<file path="src/rtl/xmakina_prefetch_m_if.sv">
// Bus bundle for xmakina_prefetch_m: flush/redirect, memory read port and decoder handshake.
// slave = prefetch queue side, master = CPU/memory environment side.
interface xmakina_prefetch_m_if #(
  parameter int unsigned ADDR_W = 15,
  parameter int unsigned DATA_W = 16
);
  logic              flush;
  logic [ADDR_W-1:0] flush_addr;
  logic              mem_rd_en;
  logic [ADDR_W-1:0] mem_rd_addr;
  logic              mem_rd_done;
  logic [DATA_W-1:0] mem_rd_data;
  logic              instr_valid;
  logic [DATA_W-1:0] instr_data;
  logic [ADDR_W-1:0] instr_addr;
  logic              instr_ack;
  logic [15:0]       stat_flush_cnt;
  logic [15:0]       stat_discard_cnt;

  modport slave (
    input  flush, flush_addr, mem_rd_done, mem_rd_data, instr_ack,
    output mem_rd_en, mem_rd_addr, instr_valid, instr_data, instr_addr,
           stat_flush_cnt, stat_discard_cnt
  );

  modport master (
    output flush, flush_addr, mem_rd_done, mem_rd_data, instr_ack,
    input  mem_rd_en, mem_rd_addr, instr_valid, instr_data, instr_addr,
           stat_flush_cnt, stat_discard_cnt
  );
endinterface

</file>
<file path="src/rtl/xmakina_prefetch_m.sv">
// Instruction prefetch queue: sequential reads ahead of the CPU into a fall-through FIFO.
// Optional flush/discard statistics counters enabled by XMAKINA_PREFETCH_STATS_EN.
module xmakina_prefetch_m #(
  parameter int unsigned       DEPTH      = 4,
  parameter int unsigned       ADDR_W     = 15,
  parameter int unsigned       DATA_W     = 16,
  parameter logic [ADDR_W-1:0] RESET_ADDR = '0
) (
  input logic                clk,
  input logic                reset,
  xmakina_prefetch_m_if.slave bus
);
  localparam int unsigned PTR_W = $clog2(DEPTH);
  localparam logic [PTR_W:0] DEPTH_C = (PTR_W+1)'(DEPTH);

  typedef enum logic [1:0] {IDLE, REQ, DISCARD} state_t;

  state_t            state_q, state_d;
  logic [ADDR_W-1:0] fetch_q, fetch_d;
  logic [ADDR_W-1:0] rd_addr_q, rd_addr_d;
  logic              rd_en_q, rd_en_d;
  logic [PTR_W-1:0]  wr_ptr_q, wr_ptr_d, rd_ptr_q, rd_ptr_d;
  logic [PTR_W:0]    count_q, count_d;
  logic [ADDR_W-1:0] fifo_addr_q [DEPTH];
  logic [DATA_W-1:0] fifo_data_q [DEPTH];
  logic              push, pop;

  always_comb begin
    state_d   = state_q;
    fetch_d   = fetch_q;
    rd_en_d   = rd_en_q;
    rd_addr_d = rd_addr_q;
    push      = 1'b0;
    unique case (state_q)
      IDLE: begin
        if (bus.flush) begin
          fetch_d = bus.flush_addr;
        end else if (count_q < DEPTH_C) begin
          rd_en_d   = 1'b1;
          rd_addr_d = fetch_q;
          state_d   = REQ;
        end
      end
      REQ: begin
        // Flush wins over a coincident completion; the returned word is dropped.
        if (bus.flush) begin
          fetch_d = bus.flush_addr;
          if (bus.mem_rd_done) begin
            rd_en_d = 1'b0;
            state_d = IDLE;
          end else begin
            state_d = DISCARD;
          end
        end else if (bus.mem_rd_done) begin
          push    = 1'b1;
          fetch_d = fetch_q + ADDR_W'(1);
          rd_en_d = 1'b0;
          state_d = IDLE;
        end
      end
      DISCARD: begin
        if (bus.flush) fetch_d = bus.flush_addr;
        if (bus.mem_rd_done) begin
          rd_en_d = 1'b0;
          state_d = IDLE;
        end
      end
      default: state_d = IDLE;
    endcase
  end

  always_comb begin
    wr_ptr_d = wr_ptr_q;
    rd_ptr_d = rd_ptr_q;
    count_d  = count_q;
    pop      = bus.instr_ack && (count_q != '0) && !bus.flush;
    if (bus.flush) begin
      wr_ptr_d = '0;
      rd_ptr_d = '0;
      count_d  = '0;
    end else begin
      if (push) wr_ptr_d = wr_ptr_q + PTR_W'(1);
      if (pop)  rd_ptr_d = rd_ptr_q + PTR_W'(1);
      if (push && !pop)      count_d = count_q + (PTR_W+1)'(1);
      else if (pop && !push) count_d = count_q - (PTR_W+1)'(1);
    end
  end

  always_ff @(posedge clk or negedge reset) begin
    if (!reset) begin
      state_q   <= IDLE;
      fetch_q   <= RESET_ADDR;
      rd_en_q   <= 1'b0;
      rd_addr_q <= RESET_ADDR;
      wr_ptr_q  <= '0;
      rd_ptr_q  <= '0;
      count_q   <= '0;
    end else begin
      state_q   <= state_d;
      fetch_q   <= fetch_d;
      rd_en_q   <= rd_en_d;
      rd_addr_q <= rd_addr_d;
      wr_ptr_q  <= wr_ptr_d;
      rd_ptr_q  <= rd_ptr_d;
      count_q   <= count_d;
    end
  end

  // Storage needs no reset: the head is masked to zero whenever the FIFO is empty.
  always_ff @(posedge clk) begin
    if (push) begin
      fifo_addr_q[wr_ptr_q] <= rd_addr_q;
      fifo_data_q[wr_ptr_q] <= bus.mem_rd_data;
    end
  end

  assign bus.mem_rd_en   = rd_en_q;
  assign bus.mem_rd_addr = rd_addr_q;
  assign bus.instr_valid = (count_q != '0);
  assign bus.instr_data  = (count_q != '0) ? fifo_data_q[rd_ptr_q] : '0;
  assign bus.instr_addr  = (count_q != '0) ? fifo_addr_q[rd_ptr_q] : '0;

`ifdef XMAKINA_PREFETCH_STATS_EN
  logic [15:0] flush_cnt_q, discard_cnt_q;
  logic        drop;

  assign drop = bus.mem_rd_done &&
                ((state_q == DISCARD) || ((state_q == REQ) && bus.flush));

  always_ff @(posedge clk or negedge reset) begin
    if (!reset) begin
      flush_cnt_q   <= '0;
      discard_cnt_q <= '0;
    end else begin
      if (bus.flush && (flush_cnt_q != '1))  flush_cnt_q   <= flush_cnt_q + 16'd1;
      if (drop && (discard_cnt_q != '1))     discard_cnt_q <= discard_cnt_q + 16'd1;
    end
  end

  assign bus.stat_flush_cnt   = flush_cnt_q;
  assign bus.stat_discard_cnt = discard_cnt_q;
`else
  assign bus.stat_flush_cnt   = '0;
  assign bus.stat_discard_cnt = '0;
`endif
endmodule

</file>
<file path="src/flat_wrapper.sv">
// flat-port wrapper written by rule: the top's interface ports become plain ports
module xmakina_prefetch_m_flat 
#(
  parameter int unsigned       DEPTH      = 4,
  parameter int unsigned       ADDR_W     = 15,
  parameter int unsigned       DATA_W     = 16,
  parameter logic [ADDR_W-1:0] RESET_ADDR = '0
)
  (clk, reset, bus_flush, bus_flush_addr, bus_mem_rd_done, bus_mem_rd_data, bus_instr_ack, bus_mem_rd_en, bus_mem_rd_addr, bus_instr_valid, bus_instr_data, bus_instr_addr, bus_stat_flush_cnt, bus_stat_discard_cnt);
  xmakina_prefetch_m_if #(.ADDR_W(ADDR_W), .DATA_W(DATA_W)) bus_i ();
  input logic clk;
  input logic reset;
  input wire logic [$bits(bus_i.flush)-1:0] bus_flush;
  input wire logic [$bits(bus_i.flush_addr)-1:0] bus_flush_addr;
  input wire logic [$bits(bus_i.mem_rd_done)-1:0] bus_mem_rd_done;
  input wire logic [$bits(bus_i.mem_rd_data)-1:0] bus_mem_rd_data;
  input wire logic [$bits(bus_i.instr_ack)-1:0] bus_instr_ack;
  output wire logic [$bits(bus_i.mem_rd_en)-1:0] bus_mem_rd_en;
  output wire logic [$bits(bus_i.mem_rd_addr)-1:0] bus_mem_rd_addr;
  output wire logic [$bits(bus_i.instr_valid)-1:0] bus_instr_valid;
  output wire logic [$bits(bus_i.instr_data)-1:0] bus_instr_data;
  output wire logic [$bits(bus_i.instr_addr)-1:0] bus_instr_addr;
  output wire logic [$bits(bus_i.stat_flush_cnt)-1:0] bus_stat_flush_cnt;
  output wire logic [$bits(bus_i.stat_discard_cnt)-1:0] bus_stat_discard_cnt;
  assign bus_i.flush = bus_flush;
  assign bus_i.flush_addr = bus_flush_addr;
  assign bus_i.mem_rd_done = bus_mem_rd_done;
  assign bus_i.mem_rd_data = bus_mem_rd_data;
  assign bus_i.instr_ack = bus_instr_ack;
  assign bus_mem_rd_en = bus_i.mem_rd_en;
  assign bus_mem_rd_addr = bus_i.mem_rd_addr;
  assign bus_instr_valid = bus_i.instr_valid;
  assign bus_instr_data = bus_i.instr_data;
  assign bus_instr_addr = bus_i.instr_addr;
  assign bus_stat_flush_cnt = bus_i.stat_flush_cnt;
  assign bus_stat_discard_cnt = bus_i.stat_discard_cnt;
  xmakina_prefetch_m #(.DEPTH(DEPTH), .ADDR_W(ADDR_W), .DATA_W(DATA_W), .RESET_ADDR(RESET_ADDR)) u_core (.clk(clk), .reset(reset), .bus(bus_i));
endmodule
</file>
<file path="config.mk">
export PLATFORM = sky130hd
export DESIGN_NAME = xmakina_prefetch_m_flat
export DESIGN_NICKNAME = d
export VERILOG_FILES = /design/src/rtl/xmakina_prefetch_m_if.sv /design/src/rtl/xmakina_prefetch_m.sv /design/src/flat_wrapper.sv
export SDC_FILE = /design/constraint.sdc
export NUM_CORES = 1
export LEC_CHECK = 0
export CAP_MARGIN = 20
export CORE_ASPECT_RATIO = 0.7
export CORE_MARGIN = 2
export CORE_UTILIZATION = 35
export CTS_CLUSTER_DIAMETER = 60
export DETAILED_ROUTE_END_ITERATION = 8
export SETUP_SLACK_MARGIN = 0.05
export SYNTH_ARGS = -nofsm -noshare
export SYNTH_HDL_FRONTEND = slang
export SYNTH_SLANG_ARGS = --single-unit
</file>
<file path="constraint.sdc">
create_clock -name clk -period 4.65 [get_ports clk]
set_clock_uncertainty 0.05 [all_clocks]
set_input_delay 1.1625 -clock clk [delete_from_list [all_inputs] [get_ports clk]]
set_output_delay 1.1625 -clock clk [all_outputs]
set_load 0.1 [all_outputs]
</file>
==> results_dict.tcl <==
set metrics [dict create \
    status "completed" \
    synth_seq_cells 164 \
    pin_count 116 \
    drt_wl_total_mm 14.7 \
    worstRegToRegCells 9 \
    port-buffer-count 83 \
    cts_setup_buffers 0 \
    die_h_um 124 \
    worst_pin_slew_ns 1.07 \
    period_minus_slack_ns 3.73 \
    syn_avg_cell_area_um2 15.9 \
    ys_types 45 \
    avgRoutedWirePerCell_um 18.1 \
    cts_tree "built" \
    dp_hpwl_mm 9.60 \
    rsz0062_at_grt "no" \
    crit_type "reg2out" \
    grt_overflow_total 0 \
    grtUsageTotal 0.143 \
    ant_nets 0 \
    fin_setup_tns_ns 0 \
    grt_pass1_vias 4047 \
    regToRegStartpoint "u_core.state_q[1]" \
    hold_depth 1 \
    synth_top_flop_cell "edfxtp_1" \
    vias 3942 \
    cap_viol_max_count 0 \
    clk_latency_ns 0.42 \
    first_iter_violations 333 \
    synth-seq-area-share 0.660 \
    holdCritStartpoint "u_core.fetch_q[14]" \
    syn2layout_area_growth_pct 20.4 \
    crit_chain "or3_1 > buf_4 > and2_1 > buf_4" \
    ctsHoldBuffers 0 \
    regArea_mm2 0.00473 \
    antennaDiodeCount 0 \
    die_width_um 175 \
    drc 0 \
    r2r_setup_slack_ns 2.08 \
    multiInputGateArea_mm2 0.00215 \
    synth_edf_count 124 \
    holdCritPathClass "reg2reg" \
    crit_top_cell "buf_4" \
    core.rowCount 43 \
    hold_violations 0 \
    netlist_instances 451 \
    ys_async_sr_fraction 0.244 \
    via_per_inst 4.84 \
    cp_max_fo 22 \
    grt_start_max_net_pins 41 \
    start_util 0.360 \
    worst_setup_path_end_kind "primary output" \
    r2r-end "u_core.count_q[2]" \
    crit_slowest_cell "or3_1" \
    gp_congestion 0.762 \
    synth_area_mm2 0.00716 \
    max_slew_margin 0.285 \
    clk_pin_slew_ns 0.07 \
    crit_arrival_ns 2.52 \
    numCtsBuffers 17 \
    final_nets 577 \
    synth_warnings 0 \
    max_clock_freq_ghz 0.268 \
    nFillCells 1791 \
    htree_levels 4 \
    first_pass_iters 4 \
    setup_violations 0 \
    critPathMaxStageDelay_ns 0.76 \
    grt_pass1_wl_mm 23.1 \
    core_mm2 0.0199 \
    postCtsResizedCells 0 \
    holdPathEnd "u_core.bus.mem_rd_addr[14]" \
    crit_required_ns 3.44 \
    drv_slew 0 \
    min_period_over_period 0.802 \
    start_kind "register" \
    antenna_found_initial 0 \
    die-area_mm2 0.0216 \
    clock_sinks 164 \
    cts_buffer_depth 2 \
    drive_gt1_frac 0.237 \
    root_buffer "clkbuf_16" \
]
==> synth_stat cells (all sizes together), types with 2 or more instances <==
cell	instances	area share
nand3	9	0.0063
a31oi	3	0.0026
a21oi	6	0.0047
mux2	16	0.025
ha	9	0.016
nand4	3	0.0026
nand2	17	0.0089
buf	52	0.048
nor3	11	0.0084
o21ai	8	0.0056
xor2	3	0.0037
and3	3	0.0026
and4	3	0.0037
nor2	13	0.0068
and2	38	0.033
a41oi	3	0.0037
or3	2	0.0017
clkbuf	7	0.0037
dfrtp	40	0.14
a2bb2oi	12	0.015
o31ai	3	0.0051
o22ai	8	0.0070
edfxtp	124	0.52
inv	8	0.0042
a211oi	7	0.0073
mux4	31	0.098
==> state kept, by name, summed over array words and instances, names as in the netlist <==
register                flops
u_core.fetch_q             15
u_core.count_q              3
u_core.wr_ptr_q             2
u_core.rd_ptr_q             2
u_core.bus.mem_rd_addr     15
u_core.fifo_addr_q         60
u_core.bus.mem_rd_en        1
u_core.fifo_data_q         64
u_core.state_q              2
==> worst max path at each step <==
stage	from	end	slack, ns	depth (start not counted)
after global routing	u_core.count_q[2]	bus_instr_addr[12]	0.70	4
after CTS	u_core.count_q[2]	bus_instr_addr[12]	0.88	4
after global placement	bus_mem_rd_done	u_core.count_q[2]	1.22	8
after detailed placement	bus_mem_rd_done	u_core.count_q[2]	1.13	8
after floorplan	u_core.count_q[2]	bus_instr_data[10]	0.84	5
final	u_core.count_q[2]	bus_instr_addr[12]	0.92	4
==> critical path: cells and delay by family (launching register included) <==
kind | cells | cell delay, ns
buffers and inverters | 2 | 0.58
AND/OR/NAND/NOR | 2 | 0.91
flip-flops | 1 | 0.60
==> area by class of cell <==
type,instances,share of cell area
Tap cell,270,0.0392
Sequential cell,164,0.549
Inverter,8,0.00349
Multi-Input combinational cell,251,0.250
Clock inverter,15,0.0177
Timing Repair Buffer,89,0.0918
Clock buffer,17,0.0494
==> cells by family (layout without fill, tap and decap cells) <==
family	after synthesis	in the layout	synth area share
mux	47	47	0.123
flops	164	164	0.660
simple gates	103	103	0.0802
compound gates	55	55	0.0568
fa+ha+maj	10	10	0.0185
buf+inv	67	129	0.0563
xor+xnor	4	4	0.00490
other cells	1	32	0.000524
==> per-layer routing <==
metal  up-vias  wire (um)  part of all wire  global-route usage
met1      1983       7040              0.48               0.201
met3        11        892             0.061              0.0397
li1       1827          -                 -                   -
met5         -          0                 0                   0
met4         0        130            0.0088              0.0344
met2       121       6660              0.45               0.223
==> per-stage QoR <==
step                      instance area [um2]  utilization  setup WS (ns)  std cells  hold slack [ns]
after floorplan                          7270            -          0.845        482            0.445
after global placement                   8040        0.404           1.22        782            0.467
after detailed placement                 8040        0.404           1.13        782            0.472
after CTS                                8620        0.433          0.881        814            0.499
after global routing                     8620        0.433          0.696        814            0.509
final                                    8620        0.433          0.921        814            0.499
==> layout by cell type, fill, tap and decap left out, types with 10 or more instances in the layout <==
master and count:
dfrtp_1 38, nand2_1 17, nor2_1 13, a2bb2oi_1 12, mux4_2 31, mux2_2 16, and2_1 33, clkbuf_16 17
conb_1 32, nor3_1 10, clkdlybuf4s50_1 50, edfxtp_1 124, buf_4 38
Power is left out: the tool's default activity adds up to more than one toggle a clock period on the data nets, which glitch-free logic cannot reach.
